==> config.mk <==
export PLATFORM = sky130hd
export DESIGN_NAME = seq_detector_param
export DESIGN_NICKNAME = d
export VERILOG_FILES = /design/src/rtl/seq_detector_param.sv
export SDC_FILE = /design/constraint.sdc
export NUM_CORES = 1
export LEC_CHECK = 0
export ABC_CLOCK_PERIOD_IN_PS = 2200
export CELL_PAD_IN_SITES_DETAIL_PLACEMENT = 0
export CELL_PAD_IN_SITES_GLOBAL_PLACEMENT = 2
export CORE_ASPECT_RATIO = 0.8
export CORE_MARGIN = 2
export CORE_UTILIZATION = 29
export DETAILED_ROUTE_END_ITERATION = 7
export MAX_ROUTING_LAYER = met4
export PLACE_DENSITY = 0.8
export SYNTH_ARGS = -nofsm -noshare
export SYNTH_HDL_FRONTEND = slang
export SYNTH_SLANG_ARGS = --single-unit
==> constraint.sdc <==
create_clock -name clk -period 2.2 [get_ports clk]
set_input_delay 0.66 -clock clk [delete_from_list [all_inputs] [get_ports clk]]
set_output_delay 0.66 -clock clk [all_outputs]
set_load 0.005 [all_outputs]
==> src/rtl/seq_detector_param.sv <==
// Mealy serial-pattern detector with a runtime-loadable pattern (1..PAT_W bits), overlap select,
// input-valid qualifier, registered match pulse and saturating match counter.
module seq_detector_param #(
   parameter int               PAT_W   = 5,
   parameter logic [PAT_W-1:0] DEF_PAT = 5'b11011,
   parameter int               CNT_W   = 8
) (
   input  logic                         clk,
   input  logic                         rst_n,
   input  logic                         din,
   input  logic                         din_vld,
   input  logic                         cfg_load,
   input  logic [PAT_W-1:0]             cfg_pat,
   input  logic [$clog2(PAT_W+1)-1:0]   cfg_len,
   input  logic                         cfg_ovl,
   output logic                         match,
   output logic                         match_q,
   output logic [CNT_W-1:0]             match_cnt,
   output logic [$clog2(PAT_W+1)-1:0]   fill
);

   localparam int             LW      = $clog2(PAT_W + 1);
   localparam logic [LW-1:0]  LEN_MAX = LW'(PAT_W);

   logic [PAT_W-1:0] pat_q,  pat_d;
   logic [LW-1:0]    len_q,  len_d;
   logic             ovl_q,  ovl_d;
   logic [PAT_W-2:0] hist_q, hist_d;
   logic [LW-1:0]    fill_q, fill_d;
   logic [CNT_W-1:0] cnt_q,  cnt_d;
   logic             match_d;

   logic [PAT_W-1:0] window_s;
   logic [PAT_W-1:0] mask_s;
   logic             full_s;
   logic             hit_s;

   // Compare window: newest bit at bit0, only the low len bits participate.
   always_comb begin
      window_s = {hist_q, din};
      mask_s   = {PAT_W{1'b0}};
      for (int i = 0; i < PAT_W; i++) begin
         mask_s[i] = (LW'(i) < len_q);
      end
      full_s  = (fill_q == (len_q - LW'(1)));
      hit_s   = (((window_s ^ pat_q) & mask_s) == {PAT_W{1'b0}});
      match_d = rst_n & din_vld & ~cfg_load & full_s & hit_s;
   end

   // Next-state: config load has priority over data; history only moves on valid bits.
   always_comb begin
      pat_d  = pat_q;
      len_d  = len_q;
      ovl_d  = ovl_q;
      hist_d = hist_q;
      fill_d = fill_q;
      cnt_d  = cnt_q;
      if (cfg_load) begin
         pat_d = cfg_pat;
         ovl_d = cfg_ovl;
         if ((cfg_len == {LW{1'b0}}) || (cfg_len > LEN_MAX)) begin
            len_d = LEN_MAX;
         end else begin
            len_d = cfg_len;
         end
         fill_d = {LW{1'b0}};
         cnt_d  = {CNT_W{1'b0}};
      end else begin
         if (din_vld) begin
            hist_d = window_s[PAT_W-2:0];
            if (match_d && !ovl_q) begin
               fill_d = {LW{1'b0}};
            end else if (full_s) begin
               fill_d = fill_q;
            end else begin
               fill_d = fill_q + LW'(1);
            end
         end else begin
            hist_d = hist_q;
            fill_d = fill_q;
         end
         if (match_d && (cnt_q != {CNT_W{1'b1}})) begin
            cnt_d = cnt_q + CNT_W'(1);
         end else begin
            cnt_d = cnt_q;
         end
      end
   end

   // State registers; reset restores the default pattern in non-overlapping mode.
   always_ff @(posedge clk or negedge rst_n) begin
      if (!rst_n) begin
         pat_q   <= DEF_PAT;
         len_q   <= LEN_MAX;
         ovl_q   <= 1'b0;
         hist_q  <= {(PAT_W-1){1'b0}};
         fill_q  <= {LW{1'b0}};
         cnt_q   <= {CNT_W{1'b0}};
         match_q <= 1'b0;
      end else begin
         pat_q   <= pat_d;
         len_q   <= len_d;
         ovl_q   <= ovl_d;
         hist_q  <= hist_d;
         fill_q  <= fill_d;
         cnt_q   <= cnt_d;
         match_q <= match_d;
      end
   end

   assign match     = match_d;
   assign match_cnt = cnt_q;
   assign fill      = fill_q;

endmodule
==> results of run 1 <==
==> repair_timing <==
item / in CTS / in global routing
setup endpoints to repair: 5 / 7
setup buffers: 2 / 4
gates resized for setup: 15 / 9
pin swaps: 6 / 4
==> cells in the mapped netlist (all sizes together) <==
cell     n  area share, %
dfrtp   19             34
nand2   18            4.8
nor2    10            2.7
a21oi    9            3.2
o21ai    8            2.9
mux2     7            5.6
dfstp    6             11
nand3    6            2.5
xor2     6            3.7
or4      5            2.7
buf      4            3.2
inv      4            1.1
nor2b    4            2.0
o31ai    4            2.1
ha       3            2.7
nand4    3            1.3
nor3     3            1.1
o211ai   3            1.6
a211oi   2            1.4
and3     2            1.2
nand2b   2           0.89
or2      2           0.89
xnor2    2            1.2
a22oi    1           0.54
a32oi    1           0.62
and4     1           0.62
clkbuf   1           0.27
nand3b   1           0.54
o211a    1           0.71
o41ai    1           0.62
or3      1           0.45
xnor3    1            1.6
==> final timing paths <==
path                           from      endpoint  slack [ns]
max                        len_q[0]         match       -0.21
min                           ovl_q         ovl_q        0.51
max reg2reg                len_q[0]  match_cnt[0]        0.06
min reg2reg                   ovl_q         ovl_q        0.51
max in group asynchronous     rst_n      pat_q[3]        1.08
min in group asynchronous     rst_n  match_cnt[4]        0.82
==> logic make-up after synthesis <==
kind of cell,synth area share (%)
AO/OA/AOI/OAI,13.7
buffers and inverters,4.55
adder cells (fa/ha/maj),2.68
AND/OR/NAND/NOR,21.7
XOR/XNOR,6.60
multiplexers,5.62
flip-flops,45.1
==> flip-flops by register name, summed over array words and instances, names as in the netlist <==
name / cells
fill: 3
hist_q: 4
len_q: 3
match_cnt: 8
match_q: 1
ovl_q: 1
pat_q: 5
==> routing by layer <==
layer  routed length [um]  vias to the layer above  track usage (%)
li1                     -                      608                -
met1                 1680                      584             19.8
met2                 1540                       24             20.9
met3                  125                        5             2.87
met4                   46                        0             3.13
met5                    0                        -                -
==> power by group through the flow <==
stage	logic (mW)	clock network, mW	registers [mW]
floorplan	0.154	0	0.541
global placement	0.278	0	0.541
finish	0.320	0.278	0.535
global route	0.359	0.310	0.541
detailed placement	0.288	0	0.543
CTS	0.310	0.293	0.536
==> cell type report <==
type                       count  area share, %
multi-input combinational    107           39.3
sequential                    25           31.7
timing repair buffer          51           22.2
tap                           60           3.76
clock buffer                   3           2.07
inverter                       4          0.752
clock inverter                 1          0.251
==> per-stage QoR <==
step	cells	hold WS, ns	setup slack [ns]	power (mW)
3_3_place_gp	243	0.491	-0.661	0.819
3_5_place_dp	243	0.497	-0.668	0.831
2_1_floorplan	141	0.364	0.0804	0.695
5_1_grt	251	0.543	-0.306	1.21
4_1_cts	249	0.518	-0.220	1.14
6_report	251	0.513	-0.206	1.13
==> flow_summary.json, run 1 <==
{
  "status": "finished, violations left",
  "failing_checks": "setup timing",
  "multi_input_comb_area_um2": 785,
  "finalWeightedCongestion": 0.814,
  "mean_cell_area_of_the_mapped_netlist_um2": 9.95,
  "start_kind": "flop",
  "finalSetupViolCount": 1,
  "grt_antenna_before_repair": 0,
  "die_height_um": 66.2,
  "clk_latency_ns": 0.27,
  "final_total_negative_setup_slack_ns": -0.206,
  "max-clock-path-buffers": 2,
  "vias_after_detailed_routing": 1221,
  "drtPass1Iterations": 4,
  "diodes": 0,
  "finalClockSkew_ns": 0.00142,
  "ioPinCount": 27,
  "timing.max_slew.rel_slack_pct": 78.0,
  "width_of_the_die_um": 81.8,
  "slew_viol_final": 0,
  "critical-path-max-stage-delay_ns": 0.55,
  "power.density_cell_area_nw_per_um2": 568,
  "cts.htree.levels": 1,
  "grt_first_pass_wirelength_um": 5640,
  "area_growth_syn_to_layout_pct": 42.4,
  "final_cycle_utilization_of_the_critical_path_pct": 109,
  "buffer_ports.inserted": 26,
  "clock_sink_count": 25,
  "post_cts_hold_buffer_count": 0,
  "pwr-share-clk_pct": 24.5,
  "clk_pin_slew_worst_paths_ns": 0.09,
  "vdd.ir_drop.worst_uv": 328,
  "seq_power_share_pct": 47.2,
  "wire_per_inst_um": 13.5,
  "leakage_power_nw": 0.858,
  "dpl_cell_area_um2": 1850,
  "netlist_area_um2": 1400,
  "rsz_0062_raised_after_global_routing": "yes",
  "nFillCells": 461,
  "fmaxAchievable_mhz": 416,
  "cpLargestDelayFamily": "flip-flops",
  "worst_slack_ns": -0.206,
  "drv.max_cap_violation_count": 0,
  "cts_tree": "done",
  "power.share.switching_pct": 30.0,
  "seq_area_frac_synth_pct": 45.1,
  "worst-slew-pin-transition_ns": 0.330,
  "combinationalPowerShare_pct": 28.3,
  "crit_path_max_fanout": 2,
  "worstPathArrival_ns": 1.75,
  "synth.yosys.warnings": 0,
  "dpl.hpwl_um": 2510,
  "grt_pass1_vias": 1175,
  "hold_viol": 0,
  "finish.instance_area_um2": 2000,
  "postSynthCellCount": 141,
  "switchingPower_uw": 340,
  "layout.cells.most_common": "sky130_fd_sc_hd__buf_4",
  "buffers_and_inverters_on_the_worst_path": 2,
  "final.min_clock_period_ns": 2.41,
  "critical_path_s_slowest_cell": "sky130_fd_sc_hd__dfstp_2",
  "number_of_distinct_library_cells_after_synthesis": 36,
  "cp.depth": 7,
  "regArea_um2": 633,
  "grt_max_degree": 28,
  "clock-root-buffer": "sky130_fd_sc_hd__clkbuf_8",
  "detail-route-antenna-nets": 0,
  "total_congestion_overflow": 0,
  "p_int_uw": 793,
  "final_core_utilization_pct": 43.2,
  "worstSetupPathType": "reg -> out",
  "floorplan.initialDensity_pct": 30.3,
  "avgViaCountPerCell": 4.86,
  "critical_path.endpoint_type": "output port",
  "cp_data_required_time_ns": 1.54,
  "route.detailed.drc": 0,
  "fp-row-count": 22,
  "1st_iter_drt_viols": 35,
  "min-delay-path-class": "reg -> reg",
  "most-common-layout-cells": "24 x sky130_fd_sc_hd__buf_4, 22 x sky130_fd_sc_hd__clkdlybuf4s50_1, 19 x sky130_fd_sc_hd__dfrtp_1",
  "hold_path_depth": 1,
  "layout-drive-gt1-share_pct": 33.0,
  "cts-buffers-inserted": 3,
  "core_area_um2": 4620,
  "yosys_register_bits": 25,
  "synthesis.nets": 158,
  "routed_wirelength_um": 3390,
  "groute.usage.overall_pct": 14.1,
  "r2r.worst_path.cells": 9,
  "series_of_cell_instances_along_the_critical_path": "inv_2, ha_4, xor2_2, and3_4, nand2_2, nor2_2, buf_2",
  "finish.net_count": 209,
  "dieArea_um2": 5410
}
Power figures use the tool's default switching activity.
==> run 2, diff against run 1 <==
--- a/config.mk
+++ b/config.mk
@@ -5,7 +5,6 @@
 export SDC_FILE = /design/constraint.sdc
 export NUM_CORES = 1
 export LEC_CHECK = 0
-export ABC_CLOCK_PERIOD_IN_PS = 2200
 export CELL_PAD_IN_SITES_DETAIL_PLACEMENT = 0
 export CELL_PAD_IN_SITES_GLOBAL_PLACEMENT = 2
 export CORE_ASPECT_RATIO = 0.8
@@ -14,6 +13,7 @@
 export DETAILED_ROUTE_END_ITERATION = 7
 export MAX_ROUTING_LAYER = met4
 export PLACE_DENSITY = 0.8
+export SETUP_SLACK_MARGIN = 0.4
 export SYNTH_ARGS = -nofsm -noshare
 export SYNTH_HDL_FRONTEND = slang
 export SYNTH_SLANG_ARGS = --single-unit
==> run 2 against run 1 <==
Compared with the run above: the flow still finishes with violations (setup timing); global-route usage grew 2.5 points; hold slack improved by 0.012 ns; final cell count up 9.6%; non-clock buffer count increased by 23; count of clock-buffer cells in the layout unchanged; register-to-register slack got worse by 0.17 ns; flip-flop and latch count unchanged; total power grew 15%; sequential share of layout area decreased by 4.7 points; wire length increased by 22%; clock power hardly changed; core utilization up 7.7 points; critical path type unchanged; largest cell class unchanged; largest power group unchanged.
==> flow_summary.json, run 2 (same netlist as run 1, synthesis figures left out) <==
{
  "fp-row-count": 22,
  "crit_path_max_fanout": 2,
  "vias_after_detailed_routing": 1364,
  "clk_latency_ns": 0.27,
  "avgViaCountPerCell": 4.96,
  "critical_path_s_slowest_cell": "sky130_fd_sc_hd__dfstp_2",
  "series_of_cell_instances_along_the_critical_path": "inv_2, ha_4, xor2_2, and3_4, nand2_2, nor2_4, buf_2",
  "grt_antenna_before_repair": 0,
  "dpl_cell_area_um2": 1870,
  "nFillCells": 432,
  "cell_count_after_placement": 242,
  "top_layer": "met4",
  "total_congestion_overflow": 0,
  "drtPass1Iterations": 4,
  "wire_per_inst_um": 15.0,
  "worstPathArrival_ns": 1.75,
  "groute.usage.overall_pct": 16.6,
  "grt_max_degree": 28,
  "finalSetupViolCount": 7,
  "post_cts_hold_buffer_count": 0,
  "worst-slew-pin-transition_ns": 0.373,
  "failing_checks": "setup timing",
  "grt_pass1_vias": 1393,
  "grt_first_pass_wirelength_um": 6600,
  "diodes": 0,
  "buffers_and_inverters_on_the_worst_path": 2,
  "width_of_the_die_um": 81.8,
  "dpl.hpwl_um": 2500,
  "min-delay-start": "hist_q[3]",
  "status": "finished, violations left",
  "place_worst_setup_slack_ns": -0.635,
  "cp_data_required_time_ns": 1.54,
  "final_cycle_utilization_of_the_critical_path_pct": 110,
  "ioPinCount": 27,
  "clk_pin_slew_worst_paths_ns": 0.09,
  "final.min_clock_period_ns": 2.41,
  "worst_slack_ns": -0.214,
  "cts-buffers-inserted": 3,
  "routed_wirelength_um": 4130,
  "clock_sink_count": 25,
  "cp.depth": 7,
  "buffer_ports.inserted": 26,
  "launch_point_of_the_worst_reg_to_reg_path": "len_q[0]",
  "layout-drive-gt1-share_pct": 48.4,
  "critical_path.endpoint_type": "output port",
  "finalWeightedCongestion": 0.840,
  "min-delay-path-class": "reg -> reg",
  "most-common-layout-cells": "36 x sky130_fd_sc_hd__buf_4, 18 x sky130_fd_sc_hd__dfrtp_1, 17 x sky130_fd_sc_hd__nand2_1",
  "cts_tree": "done",
  "wl_met1_um": 1790,
  "wl_met2_um": 2120,
  "finish.instance_area_um2": 2350,
  "largest_reg_flops": 8,
  "cts.htree.levels": 1,
  "dieArea_um2": 5410,
  "critical-path-max-stage-delay_ns": 0.55,
  "ff2ff_setup_slack_ns": -0.11,
  "1st_iter_drt_viols": 87,
  "die_height_um": 66.2,
  "drv.max_cap_violation_count": 0,
  "r2r.worst_path.cells": 11,
  "leakage_power_nw": 1.12,
  "layout.cells.most_common": "sky130_fd_sc_hd__buf_4",
  "met3_routed_wl_um": 182,
  "start_kind": "flop",
  "final_total_negative_setup_slack_ns": -0.646,
  "rsz_0062_raised_after_global_routing": "yes",
  "slew_viol_final": 0,
  "core_area_um2": 4620,
  "reg2reg_to": "match_cnt[2]",
  "final_cell_count_no_fill": 275,
  "floorplan.initialDensity_pct": 30.3,
  "route.detailed.drc": 0,
  "hold_viol": 0,
  "finish.net_count": 233,
  "cpLargestDelayFamily": "flip-flops",
  "timing.max_slew.rel_slack_pct": 75.0,
  "hold-worst-slack_ns": 0.525,
  "clock-root-buffer": "sky130_fd_sc_hd__clkbuf_8",
  "detail-route-antenna-nets": 0,
  "worstSetupPathType": "reg -> out",
  "finalClockSkew_ns": 0.00254,
  "worst_setup_endpoint": "match",
  "vdd.ir_drop.worst_uv": 230,
  "totalPowerFinal_mw": 1.31,
  "worst_setup_path_startpoint": "len_q[0]",
  "area_growth_syn_to_layout_pct": 67.6,
  "max-clock-path-buffers": 2,
  "power.density_cell_area_nw_per_um2": 557,
  "final_core_utilization_pct": 50.8,
  "fmaxAchievable_mhz": 414
}
run 2: cell types whose count changed in the layout (fill, tap and decap cells not counted), moves of 3 or more:
cell,before,now
sky130_fd_sc_hd__o21ai_0,8,5
sky130_fd_sc_hd__clkdlybuf4s50_1,22,10
sky130_fd_sc_hd__buf_6,1,11
sky130_fd_sc_hd__buf_4,24,36
sky130_fd_sc_hd__dlymetal6s2s_1,0,3
sky130_fd_sc_hd__dlygate4sd2_1,3,8
sky130_fd_sc_hd__a21oi_1,6,2
run 2: area by class of cell:
type | instances | area, um2 | share of cell area, %
clock buffer | 3 | 41.3 | 1.76
clock inverter | 1 | 5.00 | 0.213
inverter | 4 | 15.0 | 0.639
multi-input combinational | 108 | 922 | 39.2
sequential | 25 | 634 | 27.0
tap | 60 | 75.1 | 3.19
timing repair buffer | 74 | 658 | 28.0
run 2: worst min-delay path by stage:
| stage | endpoint | cells after the start |
|---|---|---|
| global route | hist_q[3] | 2 |
| floorplan | fill[0] | 0 |
| finish | hist_q[3] | 2 |
| detailed placement | hist_q[3] | 2 |
| CTS | hist_q[3] | 2 |
| global placement | hist_q[3] | 2 |
run 2: what timing repair did:
action                                  in CTS  in global routing
hold endpoints to repair                     0                  0
gates cloned                                 1                  0
endpoints found under the setup margin      23                 17
pin swaps                                   20                 14
gates resized for setup                     54                 22
buffers inserted                            25                  3
run 2: metal layers:
metal	up-vias	track usage (%)
met4	0	4.17
li1	653	-
met3	4	3.14
met2	37	26.8
met5	-	-
met1	670	21.5
run 2: power breakdown:
part | internal (mW) | switching [mW]
Clock | 0.127 | 0.151
Sequential | 0.503 | 0.0383
Combinational | 0.264 | 0.226
Total | 0.894 | 0.415
run 2: tightest hold or removal path, cell delays in order, from the launching register on:
cell and delay (ns):
sky130_fd_sc_hd__dfrtp_1 0.38, sky130_fd_sc_hd__nand2_1 0.06, sky130_fd_sc_hd__nand2_1 0.05
==> RTL change, RTL diff (flow settings as in run 2) <==
`CNT_W`: 8 -> 10.
--- a/src/rtl/seq_detector_param.sv
+++ b/src/rtl/seq_detector_param.sv
@@ -3,7 +3,7 @@
 module seq_detector_param #(
    parameter int               PAT_W   = 5,
    parameter logic [PAT_W-1:0] DEF_PAT = 5'b11011,
-   parameter int               CNT_W   = 8
+   parameter int               CNT_W   = 10
 ) (
    input  logic                         clk,
    input  logic                         rst_n,
Interface: changed (resized match_cnt); port bits go from 27 to 29. No check against the original RTL was run, so the function may have changed too.
==> RTL change against run 2 <==
- the flow still finishes with violations (negative setup slack)
- total power is 9.0% higher
- sequential power rose by 9.6%
- worst hold slack gained 0.017 ns
- routed wire length increased by 6.5%
- area after synthesis increased by 7.7%
- setup slack got worse by 0.17 ns
- cell area is 9.5% higher
- sequential cell count rose by 2
- largest cell class unchanged
==> RTL change: results <==
set metrics [dict create \
    largest_reg_flops 10 \
    grt_pass1_vias 1503 \
    seq-cell-share 0.267 \
    numPortBuffers 28 \
    finClkSkew_ns 0.0110 \
    post_dp_cell_area_um2 2110 \
    syn_inst 144 \
    layout-drive-gt1-share 0.520 \
    grt_pass1_wl_um 7200 \
    synthTopCellsByArea "dfrtp_1, dfstp_2, mux2_2" \
    timing.hold.ws_ns 0.542 \
    post-route-cell-area_um2 2570 \
    fin_nets 240 \
    taps 62 \
    r2r_end "match_cnt[0]" \
    dp_cells 253 \
    multi_input_area_share 0.410 \
    r2r_setup_slack_ns -0.20 \
    min_path_cells 1 \
    p_switching_mw 0.458 \
    nonClockInverterCount 5 \
    setup_ws_ns -0.379 \
    synth.distinct_cells 39 \
    wl_per_cell_um 15.5 \
    wl_met1_um 2020 \
    wl_met3_um 128 \
    num_vias 1408 \
    dr_wl_met2_um 2220 \
    drt_iter0_drc 50 \
    dp_slack_ns -0.954 \
    nMultiInputCombCells 106 \
    crit_arrival_ns 1.92 \
    status "finished with violations" \
    p_leak_nw 1.08 \
    n_all_buffers 79 \
    grt_use_total 0.163 \
    violations "negative setup slack" \
    setup-tns-final_ns -2.45 \
    use_met3 0.0321 \
    ys_seq_elements 27 \
    synth_nets 162 \
    globalRouteMet2Util 0.299 \
    hp-start "pat_q[2]" \
    worstMarginPinSlew_ns 0.589 \
    setup_viol 14 \
    cts.repair.resized 55 \
    cts_setup_buffers 23 \
]
## RTL change: power groups by stage
stage                     Clock, mW  Combinational, mW  Sequential [mW]
after floorplan                   0              0.215            0.598
after global placement            0              0.357            0.596
after global routing          0.340              0.566            0.600
after detailed placement          0              0.369            0.599
final                         0.308              0.525            0.594
after CTS                     0.321              0.507            0.594
## RTL change: how the worst max path moves through the flow
stage             to  slack (ns)  depth (start not counted)
6_report       match       -0.38                          7
5_1_grt        match       -0.48                          7
4_1_cts        match       -0.45                          7
3_5_place_dp   match       -0.95                          6
3_3_place_gp   match       -0.90                          6
2_1_floorplan  match       -0.07                          6
## RTL change: cells by family (layout without fill, tap and decap cells)
group	after synthesis	after routing	synth area share
and+or+nand+nor	45	45	0.183
AOI/OAI and AO/OA	37	37	0.163
DFF	27	27	0.452
muxes	11	11	0.0820
buffers and inverters	11	88	0.0340
xor gates and xnor gates	9	9	0.0522
adders and majority gates	4	4	0.0331
